===== src/rtl/diffuse_sched_if.sv =====
// diffuse_sched_if: requester, shade_diffuse and response signals of the diffuse scheduler
interface diffuse_sched_if #(parameter int NUM_REQ = 4);
  logic [NUM_REQ-1:0]   req_vld;
  logic [NUM_REQ*8-1:0] req_ray_id;
  logic [NUM_REQ-1:0]   req_rdy;
  logic                 sd_op_vld;
  logic [15:0]          sd_r1;
  logic [15:0]          sd_r2;
  logic                 sd_result_vld;
  logic [95:0]          sd_result;
  logic [NUM_REQ-1:0]   rsp_vld;
  logic [7:0]           rsp_ray_id;
  logic [95:0]          rsp_dir;
  logic                 align_err;
  modport slave (
    input  req_vld, req_ray_id, sd_result_vld, sd_result,
    output req_rdy, sd_op_vld, sd_r1, sd_r2, rsp_vld, rsp_ray_id, rsp_dir, align_err
  );
  modport master (
    output req_vld, req_ray_id, sd_result_vld, sd_result,
    input  req_rdy, sd_op_vld, sd_r1, sd_r2, rsp_vld, rsp_ray_id, rsp_dir, align_err
  );
endinterface


===== src/rtl/diffuse_sched.sv =====
// diffuse_sched: round-robin sharing of one fixed-latency shade_diffuse pipe with LFSR operands
module diffuse_sched #(
  parameter int          NUM_REQ      = 4,
  parameter int          PIPE_LATENCY = 36,
  parameter int          MAX_OUT      = 8,
  parameter logic [31:0] LFSR_SEED    = 32'h1ACE_B00C
) (
  input logic           clk,
  input logic           rst,
  diffuse_sched_if.slave bus
);
  localparam int          IW   = NUM_REQ > 1 ? $clog2(NUM_REQ) : 1;
  localparam int          DW   = $clog2(PIPE_LATENCY + 2);
  localparam logic [31:0] SEED = LFSR_SEED == 32'd0 ? 32'd1 : LFSR_SEED;

  typedef struct packed {
    logic          vld;
    logic [IW-1:0] idx;
    logic [7:0]    id;
  } tag_t;

  logic [DW-1:0]      r_drain;
  logic [IW-1:0]      r_rr;
  logic [7:0]         r_cnt [NUM_REQ];
  logic [31:0]        r_lfsr;
  logic [15:0]        r_r1, r_r2;
  tag_t               r_issue;
  tag_t               r_pipe [PIPE_LATENCY];
  logic [NUM_REQ-1:0] r_ret, r_rsp;
  logic [7:0]         r_rsp_id;
  logic [95:0]        r_dir;
  logic               r_err;

  logic               w_drained;
  logic [NUM_REQ-1:0] w_elig, w_rdy;
  logic               w_gnt_vld;
  logic [IW-1:0]      w_gnt_idx;
  logic [7:0]         w_gnt_id;
  tag_t               w_tag;
  logic               w_hit;

  function automatic logic [IW-1:0] wrap(input int v);
    return IW'(v >= NUM_REQ ? v - NUM_REQ : v);
  endfunction

  // -1.0 is excluded so both operands stay strictly inside (-1.0, 1.0)
  function automatic logic [15:0] opnd(input logic [13:0] v);
    return {{2{v[13]}}, v} == 16'hE000 ? 16'hE001 : {{2{v[13]}}, v};
  endfunction

  assign w_drained = r_drain == '0;
  assign w_tag     = r_pipe[PIPE_LATENCY-1];
  assign w_hit     = w_tag.vld && bus.sd_result_vld && w_drained;

  for (genvar g = 0; g < NUM_REQ; g++)
    assign w_elig[g] = bus.req_vld[g] && r_cnt[g] < 8'(MAX_OUT) && w_drained;

  always_comb begin
    w_gnt_vld = 1'b0;
    w_gnt_idx = '0;
    for (int k = NUM_REQ - 1; k >= 0; k--)
      if (w_elig[wrap(int'(r_rr) + k)]) begin
        w_gnt_vld = 1'b1;
        w_gnt_idx = wrap(int'(r_rr) + k);
      end
  end

  assign w_rdy    = w_gnt_vld ? NUM_REQ'(1) << w_gnt_idx : '0;
  assign w_gnt_id = bus.req_ray_id[{w_gnt_idx, 3'b000} +: 8];

  always_ff @(posedge clk or posedge rst) begin
    if (rst) begin
      r_drain  <= DW'(PIPE_LATENCY + 1);
      r_rr     <= '0;
      r_lfsr   <= SEED;
      r_r1     <= '0;
      r_r2     <= '0;
      r_issue  <= '0;
      r_ret    <= '0;
      r_rsp    <= '0;
      r_rsp_id <= '0;
      r_dir    <= '0;
      r_err    <= 1'b0;
      for (int i = 0; i < NUM_REQ; i++) r_cnt[i] <= '0;
      for (int k = 0; k < PIPE_LATENCY; k++) r_pipe[k] <= '0;
    end else begin
      r_drain <= w_drained ? r_drain : r_drain - 1'b1;
      if (w_gnt_vld) begin
        r_rr   <= wrap(int'(w_gnt_idx) + 1);
        r_lfsr <= {1'b0, r_lfsr[31:1]} ^ (r_lfsr[0] ? 32'h8020_0003 : 32'h0);
        r_r1   <= opnd(r_lfsr[13:0]);
        r_r2   <= opnd(r_lfsr[29:16]);
      end
      r_issue   <= {w_gnt_vld, w_gnt_idx, w_gnt_id};
      r_pipe[0] <= r_issue;
      for (int k = 1; k < PIPE_LATENCY; k++) r_pipe[k] <= r_pipe[k-1];
      // retire on every emerging tag so a lost result still frees its slot
      r_ret <= w_tag.vld ? NUM_REQ'(1) << w_tag.idx : '0;
      r_rsp <= w_hit ? NUM_REQ'(1) << w_tag.idx : '0;
      if (w_hit) begin
        r_rsp_id <= w_tag.id;
        r_dir    <= bus.sd_result;
      end
      if (w_drained && w_tag.vld != bus.sd_result_vld) r_err <= 1'b1;
      for (int i = 0; i < NUM_REQ; i++)
        r_cnt[i] <= r_cnt[i] + {7'd0, w_rdy[i]} - {7'd0, r_ret[i] && r_cnt[i] != 8'd0};
    end
  end

  assign bus.req_rdy    = w_rdy;
  assign bus.sd_op_vld  = r_issue.vld;
  assign bus.sd_r1      = r_r1;
  assign bus.sd_r2      = r_r2;
  assign bus.rsp_vld    = r_rsp;
  assign bus.rsp_ray_id = r_rsp_id;
  assign bus.rsp_dir    = r_dir;
  assign bus.align_err  = r_err;
endmodule


===== src/flat_wrapper.sv =====
// flat-port wrapper written by rule: the top's interface ports become plain ports
module diffuse_sched_flat 
#(
  parameter int          NUM_REQ      = 4,
  parameter int          PIPE_LATENCY = 36,
  parameter int          MAX_OUT      = 8,
  parameter logic [31:0] LFSR_SEED    = 32'h1ACE_B00C
)
  (clk, rst, bus_req_vld, bus_req_ray_id, bus_sd_result_vld, bus_sd_result, bus_req_rdy, bus_sd_op_vld, bus_sd_r1, bus_sd_r2, bus_rsp_vld, bus_rsp_ray_id, bus_rsp_dir, bus_align_err);
  diffuse_sched_if #(.NUM_REQ(NUM_REQ)) bus_i ();
  input logic clk;
  input logic rst;
  input wire logic [$bits(bus_i.req_vld)-1:0] bus_req_vld;
  input wire logic [$bits(bus_i.req_ray_id)-1:0] bus_req_ray_id;
  input wire logic [$bits(bus_i.sd_result_vld)-1:0] bus_sd_result_vld;
  input wire logic [$bits(bus_i.sd_result)-1:0] bus_sd_result;
  output wire logic [$bits(bus_i.req_rdy)-1:0] bus_req_rdy;
  output wire logic [$bits(bus_i.sd_op_vld)-1:0] bus_sd_op_vld;
  output wire logic [$bits(bus_i.sd_r1)-1:0] bus_sd_r1;
  output wire logic [$bits(bus_i.sd_r2)-1:0] bus_sd_r2;
  output wire logic [$bits(bus_i.rsp_vld)-1:0] bus_rsp_vld;
  output wire logic [$bits(bus_i.rsp_ray_id)-1:0] bus_rsp_ray_id;
  output wire logic [$bits(bus_i.rsp_dir)-1:0] bus_rsp_dir;
  output wire logic [$bits(bus_i.align_err)-1:0] bus_align_err;
  assign bus_i.req_vld = bus_req_vld;
  assign bus_i.req_ray_id = bus_req_ray_id;
  assign bus_i.sd_result_vld = bus_sd_result_vld;
  assign bus_i.sd_result = bus_sd_result;
  assign bus_req_rdy = bus_i.req_rdy;
  assign bus_sd_op_vld = bus_i.sd_op_vld;
  assign bus_sd_r1 = bus_i.sd_r1;
  assign bus_sd_r2 = bus_i.sd_r2;
  assign bus_rsp_vld = bus_i.rsp_vld;
  assign bus_rsp_ray_id = bus_i.rsp_ray_id;
  assign bus_rsp_dir = bus_i.rsp_dir;
  assign bus_align_err = bus_i.align_err;
  diffuse_sched #(.NUM_REQ(NUM_REQ), .PIPE_LATENCY(PIPE_LATENCY), .MAX_OUT(MAX_OUT), .LFSR_SEED(LFSR_SEED)) u_core (.clk(clk), .rst(rst), .bus(bus_i));
endmodule

===== config.mk =====
export PLATFORM = sky130hd
export DESIGN_NAME = diffuse_sched_flat
export DESIGN_NICKNAME = d
export VERILOG_FILES = /design/src/rtl/diffuse_sched_if.sv /design/src/rtl/diffuse_sched.sv /design/src/flat_wrapper.sv
export SDC_FILE = /design/constraint.sdc
export NUM_CORES = 1
export LEC_CHECK = 0
export CORE_AREA = 2 2 185 278
export CTS_BUF_LIST = sky130_fd_sc_hd__clkbuf_2 sky130_fd_sc_hd__clkbuf_4 sky130_fd_sc_hd__clkbuf_8
export DETAILED_ROUTE_END_ITERATION = 10
export DIE_AREA = 0 0 187 280
export HOLD_SLACK_MARGIN = 0.05
export PLACE_DENSITY_LB_ADDON = 0.05
export SLEW_MARGIN = 10
export SYNTH_ARGS = -nofsm -noshare
export SYNTH_HDL_FRONTEND = slang
export SYNTH_SLANG_ARGS = --single-unit
export TNS_END_PERCENT = 30

===== constraint.sdc =====
create_clock -name clk -period 28.3 [get_ports clk]
set_input_delay 5.66 -clock clk [delete_from_list [all_inputs] [get_ports clk]]
set_output_delay 5.66 -clock clk [all_outputs]
set_load 0.005 [all_outputs]

# Word level (Yosys, flattened, before mapping)
# Cells that the tools add are included.
# op_classes
n_eq_ne	3
n_mux	27
bitwise_logic	1
n_lt_le_gt_ge	13
add_sub_neg	18
n_reduce_logical	20
shift	3
# ops
operator	count
$add A8 B1 Y8	4
$eq A16 B16 Y1 const B	2
$lt A8 B4 Y1 const B	4
$mux W16	2
$mux W32	1
$reduce_bool A8 Y1	4
$shiftx A32 B6 Y8	1
$sub A8 B1 Y8	4
$xor A31 B32 Y32	1
$mux W2	9
$logic_and A1 B1 Y1	15
$ge A3 B3 Y1 const B	4
$lt A2 B3 Y1 const B	4
$mux W4	3
$sub A2 B1 Y2 const B	5
$bmux W1 S2	4
$mux W1	8
$shl A1 B2 Y4 const A	2
$add A2 B1 Y3 const B	2
$add A2 B2 Y3 const B	2
$logic_not A6 Y1	1
$sub A6 B1 Y6 const B	1
$ge A2 B3 Y1 const B	1
$ne A1 B1 Y1	1
# totals
regBits	624
inputBits	135

# Longest topological paths before layout
# depth
depth_word	13
depth_mapped	20
mapped_depth_nobuf	19

# Least setup slack after synthesis
# OpenSTA, ideal clock, no wires.
# synth_timing
kind	input port to output port
startpoint	input bus_req_vld[2]
endpoint	output bus_req_rdy[0]
path_stages	7
t_required_ns	22.640
t_arrival_ns	6.631
path_slack_ns	16.009
path_buffers	1
path_cell_list	nand2_1 > a2111oi_0 > a31oi_1 > nand3_1 > buf_4 > nand3_1 > inv_1
# synth_via
elab_chain_len	10
# synth_rtl
element	line	rtl
from (decl)	flat_wrapper.sv:13	input wire logic [$bits(bus_i.req_vld)-1:0] bus_req_vld;
$logic_and A1 B1 Y1 * (2 in series)	diffuse_sched.sv:56	assign w_elig[g] = bus.req_vld[g] && r_cnt[g] < 8'(MAX_OUT) && w_drained;
$bmux W1 S2	diffuse_sched.sv:62	if (w_elig[wrap(int'(r_rr) + k)]) begin
$mux W1 (implied by the code)	diffuse_sched.sv:62	
$mux W2 (4 in series)	diffuse_sched.sv:62	
$shl A1 B2 Y4	diffuse_sched.sv:68	assign w_rdy = w_gnt_vld ? NUM_REQ'(1) << w_gnt_idx : '0;
$mux W4 *	diffuse_sched.sv:68	
to (decl)	flat_wrapper.sv:17	output wire logic [$bits(bus_i.req_rdy)-1:0] bus_req_rdy;
# Mark *: on every way between the ends. The rest lies on a longest branch, timed or not. The select of a mux whose other input is x is not followed.

# Final worst setup path
# layout_timing
startpoint	input bus_req_vld[2]
endpoint	output bus_req_rdy[2]
# Same word-level chain as after synthesis.

==> qor.txt <==
Worst-path clk slew = 0.07 ns
Rel. slew slack = 0.316
RSZ-0062 raised after global routing = false
Status = finished clean
Crit Path Category = in2out
Top FF cell, synth = dfrtp_1
Postcts setup bufs = 0
Clock skew = 0.0334 ns
Final hold violations = 0
Post-Route WL = 34600 µm
Post-synth EDFFs = 0
CP Max Fanout = 13
Fin nets = 1747
Net Count, Synth = 1394
Slowest cell on the critical path = nand3_1
Most frequent cell after synthesis = dfrtp_1
Critical Path AT = 8.36 ns
Clock root cell = clkbuf_8
PostCTS Resize Cnt = 0
Initial drt markers = 433
DR vias = 10100
Post-Syn Instances = 1200
GPL Wtd Cong = 0.761
Largest net degree at the start of global routing = 103
Synth top cells by count = 604 x dfrtp_1, 150 x nand2_1, 88 x mux2_2
CTS tree = built
Layout cells sized above 1 = 0.178
CTS HTree Levels = 3
DRT antenna net count = 0
Routed WL per cell = 15.2 µm
Final period utilization = 0.495
Cell Chain, Critical Path = clkdlybuf4s50_1, nand2_1, a2111oi_0, a31oi_1, nand3_1, nand3_1, inv_1, clkdlybuf4s50_1
CTS max path bufs = 3
Post-synth top area cell = dfrtp_1
Synth cell types = 49
Global-route wire length before repair = 57800 µm
PD cells = 66.1 nW/µm²
#FFs+latches synth = 620
Tmin final = 14.02 ns
Worst slew pin tran = 1.03 ns
Avg Cell Area, Syn = 16.5 µm²
Seq/Total Area, Yosys = 0.786
Die area = 52400 µm²
Hold Buf Count CTS = 0
Total CTS buffers = 91
Leakage power = 0.0125 µW
Critical Path End Type = output port
# rows = 101
Yosys warns = 0
All-Layer GR Usage = 0.138
Min Hold Slack = 0.315 ns
Worst setup startpoint = bus_req_vld[2]
Fmax achieved = 0.0713 GHz
Layout Utilization = 0.502
VDD IR max = 0.0375 mV
Largest stage delay, worst path = 0.52 ns
Drt first pass iters = 4
Placeable Area = 50200 µm²
Die Y = 280 µm
Io pins = 281
Mapped Area = 19800 µm²
# port buffers = 280
Post-DP HPWL = 21800 µm
Vias in the first global route = 10700
Hold Path Origin = u_core.r_pipe[349]$_DFF_PP0_
Synthesis-to-layout area growth = 27.3%
Initial core utilization = 0.394
Fin Setup TNS = 0 ns
Sink Count = 620
Crit path required time = 22.64 ns
Post-synth top area share = 0.764
Setup violators final = 0
Reg-to-Reg Start = u_core.r_cnt[4]$_DFF_PP0_
Final Slew Violations = 0
Grt ovf = 0
Drt via density = 4.41
Initial antenna violation count = 2
Fillers = 4368
FFs w/ async S/R, synth = 1.00
Max-Cap Viols = 0
Clk Latency, worst-skew pair = 0.65 ns
Pwr Total = 1660 µW
Startpoint Class = input port
Hold crit path type = reg2reg
Die Wd = 187 µm
Synth area leaders = dfrtp_1 76%, mux2_2 5.0%, ha_1 3.5%, nand2_1 2.8%, dfstp_2 2.1%
DRC violations left = 0
==> power by group <==
part	total, µW	switching [µW]	internal, µW
sequential	913	5.30	908
combinational	36.8	19.4	17.5
clock	713	323	391
==> worst max-delay path: cells and delay by family <==
kind / cells / cell delay (ns)
buffers and inverters: 3 / 1.10
and+or+nand+nor: 3 / 1.09
AOI/OAI and AO/OA: 2 / 0.48
==> placed cells by master (no fill, tap or decap), types with 4 or more instances in the layout <==
| cell type | n |
|---|---|
| ha_1 | 55 |
| xnor2_1 | 17 |
| nand2_1 | 150 |
| a21o_1 | 8 |
| mux2i_1 | 24 |
| clkbuf_4 | 31 |
| fa_1 | 4 |
| mux2_2 | 88 |
| o21ai_0 | 12 |
| inv_1 | 58 |
| nor2b_1 | 4 |
| dfstp_2 | 16 |
| clkbuf_8 | 109 |
| a21oi_1 | 17 |
| nor2_1 | 23 |
| o21bai_1 | 4 |
| dfrtp_1 | 604 |
| a221oi_1 | 6 |
| mux2_4 | 16 |
| buf_4 | 9 |
| clkdlybuf4s50_1 | 280 |
| xor2_1 | 14 |
| nand3_1 | 8 |
==> cell type report <==
cell class,instances,area (µm²),share of cell area
Sequential cell,620,15500,0.617
Timing Repair Buffer,289,2870,0.114
Antenna cell,2,5.00,0.000199
Multi-Input combinational cell,491,3850,0.153
Clock inverter,10,106,0.00423
Tap cell,669,837,0.0333
Clock buffer,140,1730,0.0689
Inverter,60,233,0.00925
==> cells by family after synthesis <==
logic type,after synthesis,synth area share
adders and majority gates,59,0.0388
buffers and inverters,89,0.0203
xor gates and xnor gates,31,0.0137
DFF,620,0.786
and+or+nand+nor,207,0.0444
AOI/OAI and AO/OA,66,0.0228
muxes,128,0.0744
==> registers in the layout, summed over array words and instances (netlist names) <==
signal,cells
u_core.r_cnt,32
u_core.bus.align_err,1
u_core.bus.sd_r2,14
u_core.r_pipe,396
u_core.r_lfsr,32
u_core.r_drain,6
u_core.bus.rsp_ray_id,8
u_core.r_issue,10
u_core.r_ret,4
u_core.bus.sd_r1,14
u_core.bus.rsp_vld,4
u_core.bus.rsp_dir,96
u_core.r_rr,2
u_core.bus.sd_op_vld,1
==> path summary, 6_finish.rpt <==
| check | to | slack (ns) | depth (start not counted) |
|---|---|---|---|
| worst max register to register | u_core.r_cnt[30]$_DFF_PP0_ | 23.64 | 20 |
| worst max-delay path | bus_req_rdy[2] | 14.28 | 8 |
| worst min register to register | u_core.r_pipe[338]$_DFF_PP0_ | 0.31 | 0 |
| worst min-delay path | u_core.r_pipe[338]$_DFF_PP0_ | 0.31 | 0 |
| min in group asynchronous | u_core.r_pipe[18]$_DFF_PP0_ | 5.52 | 2 |
| max in group asynchronous | u_core.r_pipe[349]$_DFF_PP0_ | 19.59 | 5 |
==> stage by stage <==
step                      std cells  cell area [µm²]  setup WS, ns
after floorplan                1200            19800          5.30
after global placement         2129            23300         14.29
after detailed placement       2129            23300         14.27
after CTS                      2279            25200         14.25
after global routing           2281            25200         14.03
final                          2281            25200         14.28
==> per-layer routing <==
metal / up-vias / GRT usage / routed length (µm)
li1: 4611 / - / -
met1: 5082 / 0.183 / 15100
met2: 298 / 0.216 / 16700
met3: 63 / 0.0368 / 2030
met4: 0 / 0.0556 / 781
met5: - / 0 / 0
No activity file was read; power rests on OpenSTA's default activity.
